File: config.mk
export PLATFORM = sky130hd
export DESIGN_NAME = slice_unpacker
export DESIGN_NICKNAME = d
export VERILOG_FILES = /design/src/rtl/slice_pkg.sv /design/src/rtl/slice_mux.sv /design/src/rtl/slice_unpacker.sv
export SDC_FILE = /design/constraint.sdc
export NUM_CORES = 1
export LEC_CHECK = 0
export CELL_PAD_IN_SITES_DETAIL_PLACEMENT = 2
export CELL_PAD_IN_SITES_GLOBAL_PLACEMENT = 2
export CORE_MARGIN = 4
export CORE_UTILIZATION = 24
export DETAILED_ROUTE_END_ITERATION = 7
export PLACE_DENSITY_LB_ADDON = 0.12
export RECOVER_POWER = 25
export SYNTH_ARGS = -nofsm -noshare
export SYNTH_HDL_FRONTEND = slang
export SYNTH_HIERARCHICAL = 1
export SYNTH_SLANG_ARGS = --single-unit
File: constraint.sdc
create_clock -name clk -period 1.18 [get_ports clk]
set_input_delay 0.236 -clock clk [delete_from_list [all_inputs] [get_ports clk]]
set_output_delay 0.236 -clock clk [all_outputs]
set_load 0.02 [all_outputs]
File: src/rtl/slice_pkg.sv
// Shared types and elaboration-time helpers for the slice packer/unpacker family.
package slice_pkg;

  typedef enum logic {
    IDLE  = 1'b0,
    SHIFT = 1'b1
  } state_t;

  function automatic int calc_n(input int in_w, input int out_w);
    return (out_w > 0) ? (in_w / out_w) : 0;
  endfunction

  // Index width never drops below one bit so ports stay legal for N==2.
  function automatic int calc_idx_w(input int in_w, input int out_w);
    int n;
    n = calc_n(in_w, out_w);
    return (n <= 2) ? 1 : $clog2(n);
  endfunction

  function automatic bit params_ok(input int in_w, input int out_w);
    return (out_w > 0) && (in_w % out_w == 0) && (in_w / out_w >= 2);
  endfunction

endpackage

File: src/rtl/slice_mux.sv
// Combinational slice selector: returns slice idx of a held word, MSB- or LSB-first.
// Zero latency; no flow control of its own.
module slice_mux
  import slice_pkg::*;
#(
  parameter int IN_W      = 8,
  parameter int OUT_W     = 4,
  parameter bit MSB_FIRST = 1'b1,
  localparam int N        = calc_n(IN_W, OUT_W),
  localparam int IDX_W    = calc_idx_w(IN_W, OUT_W)
) (
  input  logic [IN_W-1:0]  hold,
  input  logic [IDX_W-1:0] idx,
  output logic [OUT_W-1:0] data
);

  always_comb begin
    data = '0;
    for (int k = 0; k < N; k++) begin
      if (idx == IDX_W'(k)) begin
        if (MSB_FIRST) data = hold[IN_W-1-k*OUT_W -: OUT_W];
        else           data = hold[k*OUT_W +: OUT_W];
      end
    end
  end

endmodule

File: src/rtl/slice_unpacker.sv
// Width-reducing unpacker: one IN_W word in, N OUT_W slices out, one slice per cycle.
// Slice 0 appears the cycle after acceptance; in_ready only in IDLE or on the accepted last slice.
module slice_unpacker
  import slice_pkg::*;
#(
  parameter int IN_W      = 8,
  parameter int OUT_W     = 4,
  parameter bit MSB_FIRST = 1'b1,
  localparam int N        = calc_n(IN_W, OUT_W),
  localparam int IDX_W    = calc_idx_w(IN_W, OUT_W)
) (
  input  logic             clk,
  input  logic             rst,
  input  logic [IN_W-1:0]  in_data,
  input  logic             in_valid,
  output logic             in_ready,
  output logic [OUT_W-1:0] out_data,
  output logic             out_valid,
  input  logic             out_ready,
  output logic [IDX_W-1:0] out_idx,
  output logic             out_last,
  output logic             busy
);

  if (!params_ok(IN_W, OUT_W)) begin : g_bad_params
    $error("slice_unpacker: IN_W must be a multiple of OUT_W giving at least two slices");
  end

  localparam logic [IDX_W-1:0] LAST_IDX = IDX_W'(N - 1);

  state_t           state;
  logic [IN_W-1:0]  hold;
  logic [IDX_W-1:0] idx;
  logic [OUT_W-1:0] slice;
  logic             in_fire;
  logic             out_fire;

  slice_mux #(
    .IN_W      (IN_W),
    .OUT_W     (OUT_W),
    .MSB_FIRST (MSB_FIRST)
  ) u_mux (
    .hold (hold),
    .idx  (idx),
    .data (slice)
  );

  assign busy      = (state == SHIFT);
  assign out_valid = busy;
  assign out_idx   = idx;
  assign out_last  = busy && (idx == LAST_IDX);
  assign out_data  = busy ? slice : '0;

  assign out_fire = out_valid && out_ready;
  // The only comb path input-to-output: a new word may enter as the last slice leaves.
  assign in_ready = !rst && ((state == IDLE) || (out_fire && out_last));
  assign in_fire  = in_valid && in_ready;

  always_ff @(posedge clk or posedge rst) begin
    if (rst) begin
      state <= IDLE;
      idx   <= '0;
      hold  <= '0;
    end else begin
      case (state)
        IDLE: begin
          if (in_fire) begin
            hold  <= in_data;
            idx   <= '0;
            state <= SHIFT;
          end
        end
        SHIFT: begin
          if (out_fire) begin
            if (idx != LAST_IDX) begin
              idx <= idx + 1'b1;
            end else if (in_fire) begin
              hold <= in_data;
              idx  <= '0;
            end else begin
              idx   <= '0;
              state <= IDLE;
            end
          end
        end
        default: begin
          state <= IDLE;
          idx   <= '0;
        end
      endcase
    end
  end

endmodule

==> results of run 1 <==
[metal layers]
metal  vias up  track usage  routed length, um
met2        14       0.1537                639
met4         0      0.03125                  0
met1       193       0.1135                573
li1        188            -                  -
met3         0      0.04196                119
met5         -            0                  0
[final cells by class]
type / instances / area, um2
multi-input cells: 25 / 301.5
repair buffers: 29 / 260.3
well taps: 27 / 33.78
clock buffers: 4 / 26.28
flip-flops and latches: 10 / 252.7
fillers: 225 / 1164
inverters: 1 / 3.754
[placed cells by master (no fill, tap or decap), types with 2 or more instances in the layout]
master | Yosys | routed
dfrtp_2 | 0 | 2
clkdlybuf4s50_1 | 0 | 11
buf_6 | 0 | 7
and2_4 | 0 | 4
buf_2 | 0 | 3
mux2_4 | 8 | 12
clkbuf_1 | 0 | 2
buf_4 | 1 | 6
dfrtp_1 | 10 | 8
clkbuf_4 | 0 | 4
[final timing paths]
check,from,to,slack (ns),cells past startpoint
worst max-delay path,out_idx,out_data[2],-0.37,3
worst min-delay path,hold[2],hold[2],0.52,1
worst max register to register,out_idx,hold[4],-0.30,5
worst min register to register,hold[2],hold[2],0.52,1
max in group asynchronous,rst,out_idx,0.21,4
min in group asynchronous,rst,hold[1],0.57,4
[critical path, cell delays in order, from the launching register on]
cell and delay (ns):
dfrtp_2 0.48, mux2_4 0.32, and2_4 0.14, buf_6 0.12
[cells by family (layout without fill, tap and decap cells)]
group           Yosys count  in the layout  share of synthesized area
simple gates             10             10                     0.1488
compound gates            3              3                    0.05814
buf+inv                   2             34                    0.02093
mux                      12             12                     0.3070
flops                    10             10                     0.4651
[stage by stage]
step	total power, uW	area, um2	utilization	TNS (ns)
2_1_floorplan	1460	545.5	-	-1.028
3_3_place_gp	1999	832.0	0.4075	-7.375
3_5_place_dp	2017	832.0	0.4075	-7.521
4_1_cts	2378	869.6	0.4259	-4.709
5_1_grt	2519	878.3	0.4301	-5.636
6_report	2361	878.3	0.4301	-4.578
[registers in the layout, summed over array words and instances (netlist names)]
signal,count
hold,8
busy,1
out_idx,1
[timing repair]
action | CTS | global route
pin swaps | 4 | 0
resized for setup | 53 | 1
hold endpoints to repair | 0 | 0
buffers inserted | 0 | 1
setup endpoints to repair | 17 | 18
[power groups by stage]
stage                     combinational [uW]  clock, uW  sequential [uW]
after floorplan                          785          0              675
after global placement                  1340          0              657
after detailed placement                1350          0              666
after CTS                               1440        258              682
after global routing                    1520        274              721
final                                   1430        249              681
==> impl_metrics.json, run 1 <==
{
  "ys_seq_area_frac": 0.4651,
  "cts.htree.levels": 1,
  "drive_gt1_frac": 0.6087,
  "core_area_um2": 2042,
  "root_buffer": "clkbuf_4",
  "clk_latency_ns": 0.26,
  "numCtsBuffers": 3,
  "post-dp-hpwl_um": 1040,
  "cts_hold_buf": 0,
  "synth_nets": 49,
  "yosys-top-cells-count": "dfrtp_1 (10), mux2_4 (8), and2_2 (5)",
  "synth_area_leader_cell": "dfrtp_1",
  "synthArstFlopShare": 1.000,
  "avgSynthCellArea_um2": 14.54,
  "grt_max_degree": 11,
  "synth_area_um2": 538.0,
  "drtPass1Iterations": 1,
  "die-height_um": 55.35,
  "synth_warnings": 6,
  "p_comb_frac": 0.606,
  "final_cells": 96,
  "run_status": "finished, violations left",
  "min_period_ns": 1.550,
  "crit_fanout": 6,
  "grt_pass1_wl_um": 2297,
  "internal_power_uw": 1562,
  "clkPwrFrac": 0.105,
  "clock.fmax_ghz": 0.6452,
  "clkTransAtPathRegs_ns": 0.07,
  "grt_pass1_vias": 468,
  "ys_types": 14,
  "place_congestion": 0.6702,
  "swShare": 0.3384,
  "tightest_slew_ns": 0.5682,
  "dr_total_vias": 395,
  "setup_violations": 17,
  "drt-initial-drc-count": 0,
  "ir_drop_v": 0.001036,
  "grt_overflow": 0,
  "yosysMostFrequentCell": "dfrtp_1",
  "timing.final.ws_setup_ns": -0.3698,
  "skew_ns": 0.004996,
  "io_pins": 21,
  "gr-usage-all-layers": 0.09565,
  "dieArea_um2": 3063,
  "p_switching_uw": 799.1,
  "wl_per_cell_um": 13.88,
  "rows": 16,
  "dp_slack_ns": -0.5836,
  "portBuffers": 20,
  "p_per_area_nw_per_um2": 2688,
  "hold_ws_ns": 0.5222,
  "drtAntennaViolNets": 0,
  "finalHoldViolations": 0,
  "drt-total-wl_um": 1332,
  "endpoint_kind": "output port",
  "p_leak_uw": 0.0004217,
  "drv_cap": 0,
  "finalMaxSlewViolations": 0,
  "start_util": 0.2635,
  "synth.area.top_cells": "dfrtp_1 (47%), mux2_4 (22%), mux2_2 (8.4%)",
  "placed_cells": 91,
  "worstPathArrival_ns": 1.31,
  "violations": "setup timing",
  "tritoncts": "built",
  "synth_top_flop_cell": "dfrtp_1",
  "ys_ff_latch": 10,
  "fin_crit_sh": 1.313,
  "clock_path_buffers": 2,
  "antennaDiodeCount": 0,
  "synth_edf_count": 0,
  "seqPwrFrac": 0.288,
  "crit_type": "reg2out",
  "die_w_um": 55.35,
  "synth_top_area_frac": 0.4651,
  "nets": 82,
  "viasPerCell": 4.115,
  "hold_path.class": "reg2reg",
  "drcViolationCount": 0,
  "rsz0062_at_grt": "true",
  "antenna_found_initial": 0,
  "cp.required_ns": 0.94,
  "cts.sinks": 10,
  "startpoint_type": "flop",
  "synth_cells": 37,
  "syn2layout_area_growth_pct": 63.26,
  "relSlewSlack": 0.6212
}
Power figures use the tool's default switching activity.
==> run 2, diff against run 1 <==
--- a/config.mk
+++ b/config.mk
@@ -5,13 +5,10 @@
 export SDC_FILE = /design/constraint.sdc
 export NUM_CORES = 1
 export LEC_CHECK = 0
-export CELL_PAD_IN_SITES_DETAIL_PLACEMENT = 2
-export CELL_PAD_IN_SITES_GLOBAL_PLACEMENT = 2
 export CORE_MARGIN = 4
-export CORE_UTILIZATION = 24
+export CORE_UTILIZATION = 37
 export DETAILED_ROUTE_END_ITERATION = 7
 export PLACE_DENSITY_LB_ADDON = 0.12
-export RECOVER_POWER = 25
 export SYNTH_ARGS = -nofsm -noshare
 export SYNTH_HDL_FRONTEND = slang
 export SYNTH_HIERARCHICAL = 1
==> run 2 against run 1 <==
Against the previous run: the run still ends with setup timing left; core utilization rose by 21 points; setup slack worse by 0.0061 ns; wire length is 9.2% lower; fmax is 0.39% lower; clock skew decreased by 0.0034 ns; count of clock-buffer cells in the layout did not move; cell count down 16%; flip-flop and latch count unchanged; largest cell class unchanged; largest power group unchanged.
==> impl_metrics.json, run 2 (synthesis gave the netlist of run 1 again) <==
{
  "run_status": "finished, violations left",
  "violations": "setup timing",
  "p_per_area_nw_per_um2": 2745,
  "skew_ns": 0.001638,
  "startpoint": "out_idx",
  "dr_total_vias": 394,
  "numCtsBuffers": 3,
  "setup_violations": 17,
  "die_w_um": 46.13,
  "dieArea_um2": 2128,
  "max_stage_delay_ns": 0.47,
  "crit_path_cell_trace": "mux2_4, and2_4, buf_6",
  "slowest_stage": "dfrtp_2",
  "drt-total-wl_um": 1210,
  "hold_path.class": "in2async",
  "clkTransAtPathRegs_ns": 0.06,
  "gr-usage-all-layers": 0.1477,
  "grt_pass1_vias": 490,
  "largest_register_ff_count": 8,
  "core_area_um2": 1334,
  "startpoint_type": "flop",
  "r2r_start": "out_idx",
  "timing.final.ws_setup_ns": -0.3759,
  "min_period_ns": 1.556,
  "rows": 13,
  "endpoint_kind": "output port",
  "crit_type": "reg2out",
  "rsz0062_at_grt": "true",
  "grt_max_degree": 11,
  "tritoncts": "built",
  "die-height_um": 46.13,
  "root_buffer": "clkbuf_4",
  "crit_fanout": 6,
  "finalMaxSlewViolations": 0,
  "final_cell_mix": "mux2_4 (12), clkdlybuf4s50_1 (10), dfrtp_1 (8)",
  "ir_drop_v": 0.001811,
  "cp_num_cells": 3,
  "wl_per_cell_um": 14.94,
  "drive_gt1_frac": 0.5909,
  "crit_family": "flip-flops",
  "start_util": 0.4034,
  "grt_overflow": 0,
  "portBuffers": 20,
  "finalHoldViolations": 0,
  "p_leak_uw": 0.0004219,
  "antennaDiodeCount": 0,
  "drcViolationCount": 0,
  "fin_crit_sh": 1.319,
  "place_congestion": 0.6681,
  "drt-initial-drc-count": 4,
  "clk_latency_ns": 0.26,
  "clock.fmax_ghz": 0.6427,
  "syn2layout_area_growth_pct": 58.14,
  "tightest_slew_ns": 0.3912,
  "cp.required_ns": 0.94,
  "final_common_cell": "mux2_4",
  "cts.sinks": 10,
  "clock_path_buffers": 2,
  "drtPass1Iterations": 2,
  "antenna_found_initial": 0,
  "drtAntennaViolNets": 0,
  "reg2reg_depth": 5,
  "worstPathArrival_ns": 1.32,
  "regMostFlops": "hold",
  "fillers": 105,
  "cts_hold_buf": 0,
  "relSlewSlack": 0.7389,
  "nets": 79,
  "drv_cap": 0,
  "crit_buf_inv": 1,
  "dp_slack_ns": -0.5964,
  "io_pins": 21,
  "cts.htree.levels": 1,
  "grt_pass1_wl_um": 2132,
  "viasPerCell": 4.864,
  "finalSetupTns_ns": -4.765
}
==> run 2: final cells by class <==
class	count	area (um2)	area share
inverter	1	3.754	0.004412
sequential	10	252.7	0.2971
multi-input combinational	25	301.5	0.3544
clock buffer	4	26.28	0.03088
tap	15	18.77	0.02206
timing repair buffer	26	247.7	0.2912
==> run 2: path summary, 6_finish.rpt <==
check                                    to  slack (ns)
worst min register to register      hold[3]        0.52
worst min-delay path                hold[2]       0.005
worst max-delay path            out_data[0]       -0.38
max in group asynchronous           out_idx        0.87
min in group clk                       busy        0.46
worst max register to register      hold[6]       -0.28
==> run 2: worst register-to-register path, stage by stage (launching register included) <==
cell and delay, ns:
dfrtp_2 0.46, buf_4 0.17, a21boi_4 0.05, buf_4 0.15, nor2_8 0.20, mux2_4 0.32
==> run 2: timing repair <==
action / in CTS / in global routing
gates resized for setup: 49 / 4
endpoints found under the setup margin: 17 / 18
buffers inserted: 1 / 1
pin swaps: 4 / 1
==> run 2: stage by stage <==
| step | instance area, um2 | cells | total power, uW | util | hold WS, ns |
|---|---|---|---|---|---|
| global placement | 787.0 | 75 | 1915 | 0.5901 | 0.4887 |
| floorplan | 545.5 | 37 | 1460 | - | 0.07604 |
| global route | 850.8 | 81 | 2478 | 0.6379 | 0.04408 |
| CTS | 832.0 | 80 | 2328 | 0.6238 | 0.3150 |
| detailed placement | 787.0 | 75 | 1948 | 0.5901 | 0.4941 |
| finish | 850.8 | 81 | 2335 | 0.6379 | 0.004575 |
==> run 2: power by group <==
part	internal (uW)	switching, uW
clock network	131	118
logic	895	518
registers	519	153
==> run 2: metal layers <==
metal	share of wire	GRT usage	up-vias
li1	-	-	186
met1	0.40	0.1639	189
met2	0.51	0.2418	19
met3	0.084	0.08594	0
met4	0	0.03409	0
met5	0	0	-
